==> src/rtl/full_adder_4bit_bh_pkg.sv <==
// Shared constants for the ripple-carry adder: default operand width and
// the value the registered outputs take while reset is asserted.
package full_adder_4bit_bh_pkg;

  localparam int   WIDTH_DEF = 4;
  localparam logic RST_BIT   = 1'b0;

endpackage

==> src/rtl/full_adder_1bit.sv <==
// One full-adder cell; the top chains WIDTH of these into a ripple adder.
module full_adder_1bit (
  input  logic a,
  input  logic b,
  input  logic cin,
  output logic s,
  output logic cout
);

  logic w_prop;

  assign w_prop = a ^ b;
  assign s      = w_prop ^ cin;
  assign cout   = (a & b) | (w_prop & cin);

endmodule

==> src/rtl/full_adder_4bit_bh.sv <==
// Ripple-carry adder with a combinational sum/carry and a one-cycle
// registered copy carrying signed-overflow and zero flags.
module full_adder_4bit_bh
  import full_adder_4bit_bh_pkg::*;
#(
  parameter int WIDTH = WIDTH_DEF
) (
  input  logic             clk,
  input  logic             rst,
  input  logic [WIDTH-1:0] a,
  input  logic [WIDTH-1:0] b,
  input  logic             cin,
  output logic [WIDTH-1:0] s,
  output logic             cout,
  output logic [WIDTH-1:0] s_q,
  output logic             cout_q,
  output logic             ovf_q,
  output logic             zero_q
);

  logic [WIDTH:0]   w_carry;
  logic             w_ovf;
  logic             w_zero;
  logic [WIDTH-1:0] r_sumQ;
  logic             r_coutQ;
  logic             r_ovfQ;
  logic             r_zeroQ;

  assign w_carry[0] = cin;

  for (genvar i = 0; i < WIDTH; i++) begin : g_ripple
    full_adder_1bit u_cell (
      .a    (a[i]),
      .b    (b[i]),
      .cin  (w_carry[i]),
      .s    (s[i]),
      .cout (w_carry[i+1])
    );
  end

  assign cout = w_carry[WIDTH];

  // Signed overflow: the carry into the sign bit disagrees with the carry out of it.
  assign w_ovf  = w_carry[WIDTH] ^ w_carry[WIDTH-1];
  assign w_zero = (s == '0);

  always_ff @(posedge clk) begin
    if (rst) begin
      r_sumQ  <= {WIDTH{RST_BIT}};
      r_coutQ <= RST_BIT;
      r_ovfQ  <= RST_BIT;
      r_zeroQ <= RST_BIT;
    end else begin
      r_sumQ  <= s;
      r_coutQ <= cout;
      r_ovfQ  <= w_ovf;
      r_zeroQ <= w_zero;
    end
  end

  assign s_q    = r_sumQ;
  assign cout_q = r_coutQ;
  assign ovf_q  = r_ovfQ;
  assign zero_q = r_zeroQ;

endmodule

==> config.mk <==
export PLATFORM = sky130hd
export DESIGN_NAME = full_adder_4bit_bh
export DESIGN_NICKNAME = d
export VERILOG_FILES = /design/src/rtl/full_adder_4bit_bh_pkg.sv /design/src/rtl/full_adder_1bit.sv /design/src/rtl/full_adder_4bit_bh.sv
export SDC_FILE = /design/constraint.sdc
export NUM_CORES = 1
export LEC_CHECK = 0
export BUFFER_PORTS_ARGS = -buffer_cell sky130_fd_sc_hd__buf_4
export CAP_MARGIN = 20
export CORE_AREA = 2 2 39 41
export CTS_BUF_LIST = sky130_fd_sc_hd__clkbuf_2 sky130_fd_sc_hd__clkbuf_4 sky130_fd_sc_hd__clkbuf_8
export DETAILED_ROUTE_END_ITERATION = 16
export DIE_AREA = 0 0 41 43
export HOLD_SLACK_MARGIN = 0.06
export PLACE_DENSITY = 0.55
export SYNTH_ARGS = -nofsm -noshare
export SYNTH_HDL_FRONTEND = slang
export SYNTH_SLANG_ARGS = --single-unit
==> constraint.sdc <==
create_clock -name clk -period 2.8 [get_ports clk]
set_input_delay 0.42 -clock clk [delete_from_list [all_inputs] [get_ports clk]]
set_output_delay 0.42 -clock clk [all_outputs]
set_load 0.03 [all_outputs]
Word-level counts from Yosys, hierarchy flattened
Cells that the tools add are included.

Bitwise operators: 21. Reductions and logical operators: 1.

Operators by type and width (count): 1-bit bitwise XOR (9); 1-bit bitwise AND (8); 4-bit logical NOT (1); 1-bit bitwise OR (4).

Bits in registers: 7. Input port bits: 11. Output and inout bits: 12. Word-level logic and storage cells: 26.

Logic depth before layout (Yosys ltp)
Depth in word-level cells: 10. Depth in mapped cells: 7. Depth with buffers taken out: 7.

Hierarchy
A second synthesis with hierarchy kept.

Cell total of the unflattened synthesis: 20. Area, all modules: 287.8 um^2.

Modules (own cells, without submodules): full_adder_4bit_bh (instances 1, cells an instance 16, area an instance 207.7 um^2, sequential area each 140.1 um^2); full_adder_1bit (instances 4, cells an instance 1, area an instance 20.0 um^2, sequential area each 0.0 um^2).

Worst setup path after synthesis
No wires, ideal clock.

Kind: in2out. From: input a[0]. To: output s[3]. Arrival time: 2.331 ns. Path slack: 0.049 ns. Cell stages on the path: 7. Buffers on the path: 1. Cells stage by stage: fa_1 -> fa_1 -> fa_1 -> inv_1 -> fa_1 -> inv_1 -> buf_4.

Longest elaborated chain between the ends: 8. Elaborated cells on any way between the ends: 9. Classes of those cells: bitwise: 9.

RTL lines: start, declared (line full_adder_4bit_bh.sv:10) `input logic [WIDTH-1:0] a,`; 1-bit bitwise XOR (line full_adder_1bit.sv:12) `assign w_prop = a ^ b;`; 1-bit bitwise AND (line full_adder_1bit.sv:14) `assign cout = (a & b) | (w_prop & cin);`; 1-bit bitwise OR (*) (line full_adder_1bit.sv:14); 1-bit bitwise AND (*) (line full_adder_1bit.sv:14); 1-bit bitwise OR (*) (line full_adder_1bit.sv:14); 1-bit bitwise AND (*) (line full_adder_1bit.sv:14); 1-bit bitwise OR (*) (line full_adder_1bit.sv:14); 1-bit bitwise XOR (*) (line full_adder_1bit.sv:13) `assign s = w_prop ^ cin;`; end, declared (line full_adder_4bit_bh.sv:13) `output logic [WIDTH-1:0] s,`.

Every way passes the cells marked *; elsewhere a longest branch is shown, timed or not.

Worst setup path in the final report
Same ends and word-level chain as after synthesis.

==> summary.md <==
| Metric | Value |
|---|---|
| Run status | complete, no violations |
| CTS tree | built |
| Pwr Density | 634 nW/µm² |
| Syn_area_per_cell | 11.3 µm² |
| Worst Hold Class | primary input to register |
| F_max | 0.365 GHz |
| Share of cells above drive strength 1 | 67.3% |
| CP Launch Type | primary input |
| 1st-iter DRT viols | 0 |
| PortBufs | 22 |
| GP Congestion | 0.594 |
| Max FO, Critical Path | 2 |
| Endpoints failing setup | 0 |
| I/O pins | 23 |
| Cells after synthesis | 29 |
| Core Util, Final | 40.0% |
| Total die area | 1760 µm² |
| Relative slew slack | 92.6% |
| Crit share post-route | 97.8% |
| Via count | 250 |
| Core Box Area | 1380 µm² |
| GRT Overall Usage | 8.09% |
| Yosys reg bits | 7 |
| Antenna violations before repair | 0 |
| Crit-path cells | buf_4, fa_2, fa_2, fa_2, inv_1, fa_1, inv_2, buf_6 |
| Root Driver | clkbuf_4 |
| Post-Syn Area | 327 µm² |
| First-pass DRT Iterations | 1 |
| H-tree depth | 1 |
| Static Leak | 0.286 nW |
| Clock buffer depth | 2 |
| Vias in the first global route | 244 |
| Commonest non-fill, non-tap cell in the layout | buf_4 |
| First-pass GRT wire length | 903 µm |
| Post-synthesis sequential area ratio | 42.9% |
| Initial Utilization | 23.6% |
| Post-layout nets | 71 |
| Drt drc | 0 |
| VDD IR max | 0.148 mV |
| Number of diodes | 0 |
| Slew of the pin with the lowest slew margin | 0.110 ns |
| CP Capture Type | output port |
| Clock transition at the registers of the reported paths | 0.05 ns |
| Largest net degree at the start of global routing | 8 |
| Cell mode on critical path | fa_2 |
| Final Hold Fails | 0 |
| Routed Antenna Nets | 0 |
| Synth cell types | 8 |
| Area grow syn2layout | 69.3% |
| Worst EP required | 2.38 ns |
| Yosys warnings | 0 |
| Tmin final | 2.74 ns |
| DR WL/cell | 7.31 µm |
| Post-synth net total | 44 |
| # hold bufs at CTS | 0 |
| Die Y | 43 µm |
| WP data arrival | 2.32 ns |
| DP HPWL | 471 µm |
| Critical setup path kind | primary input to output port |
| Drt total wl | 519 µm |
| Commonest non-fill, non-tap cells in the layout | buf_4, dfxtp_1, inv_1, nor2_1, clkbuf_4 |
| Aggregate global routing overflow | 0 |
| Die Wd | 41 µm |
| Worst hold slack | 0.371 ns |
| Clock Sinks | 7 |
| Drt via density | 3.52 |
| Design Power | 351 µW |
| Rows | 14 |
| Slew Viols, Final | 0 |
| TritonCTS buffer count | 3 |
| Worst path slowest cell | fa_1 |
| CP max stage delay | 0.44 ns |
| Max-cap viol count | 0 |
## synth_stat cells
library cell  n  share of area [%]
fa_1          4                 25
or4_1         1                2.3
and2b_2       3                8.0
xor2_1        1                2.7
buf_4         4                9.2
inv_1         5                5.7
dfxtp_1       7                 43
nor2_1        4                4.6
## cell families after synthesis
logic type | Yosys count | share of synthesized area [%]
flip-flops | 7 | 42.9
XOR/XNOR | 1 | 2.68
buffers and inverters | 9 | 14.9
AND/OR/NAND/NOR | 8 | 14.9
adder cells (fa/ha/maj) | 4 | 24.5
## layout make-up
cell class,instances,area [µm²]
Clock buffer,4,30.0
Fill cell,157,831
Inverter,5,18.8
Multi-Input combinational cell,13,145
Sequential cell,7,140
Tap cell,16,20.0
Timing Repair Buffer,26,199
## critical path, delay by kind of cell
family / cells / cell delay, ns
adders and majority gates: 4 / 1.50
buffers and inverters: 4 / 0.39
## routing by layer
layer	part of all wire, %	track usage [%]	routed length (µm)
met1	36	9.87	189
met2	48	10.0	251
met3	15	3.14	78
met4	0	8.00	0
met5	0	0	0
## timing repair
action	4_1_cts	5_1_grt
pin swaps	1	1
resized for setup	5	0
setup endpoints to repair	1	1
buffers inserted	0	1
## per-stage QoR
stage	setup slack [ns]	instance area, µm²	TNS (ns)	std cells
finish	0.0608	553	0	71
detailed placement	-0.121	504	-0.121	66
global route	-0.00685	553	-0.00685	71
floorplan	0.0492	327	0	29
global placement	-0.118	504	-0.118	66
CTS	0.0327	546	0	70
## path summary, 6_finish.rpt
path	start	end	slack, ns	cells past startpoint
max	a[0]	s[3]	0.06	8
min	rst	cout_q	0.37	2
## power by group
part           total, mW  switching [mW]  internal [mW]
logic              0.141          0.0762         0.0653
registers          0.113         0.00234          0.111
clock network     0.0962          0.0325         0.0637
## state kept, by name (all words and copies together) (netlist names)
signal  count
cout_q      1
zero_q      1
ovf_q       1
s_q         4
Power figures use the tool's default switching activity.
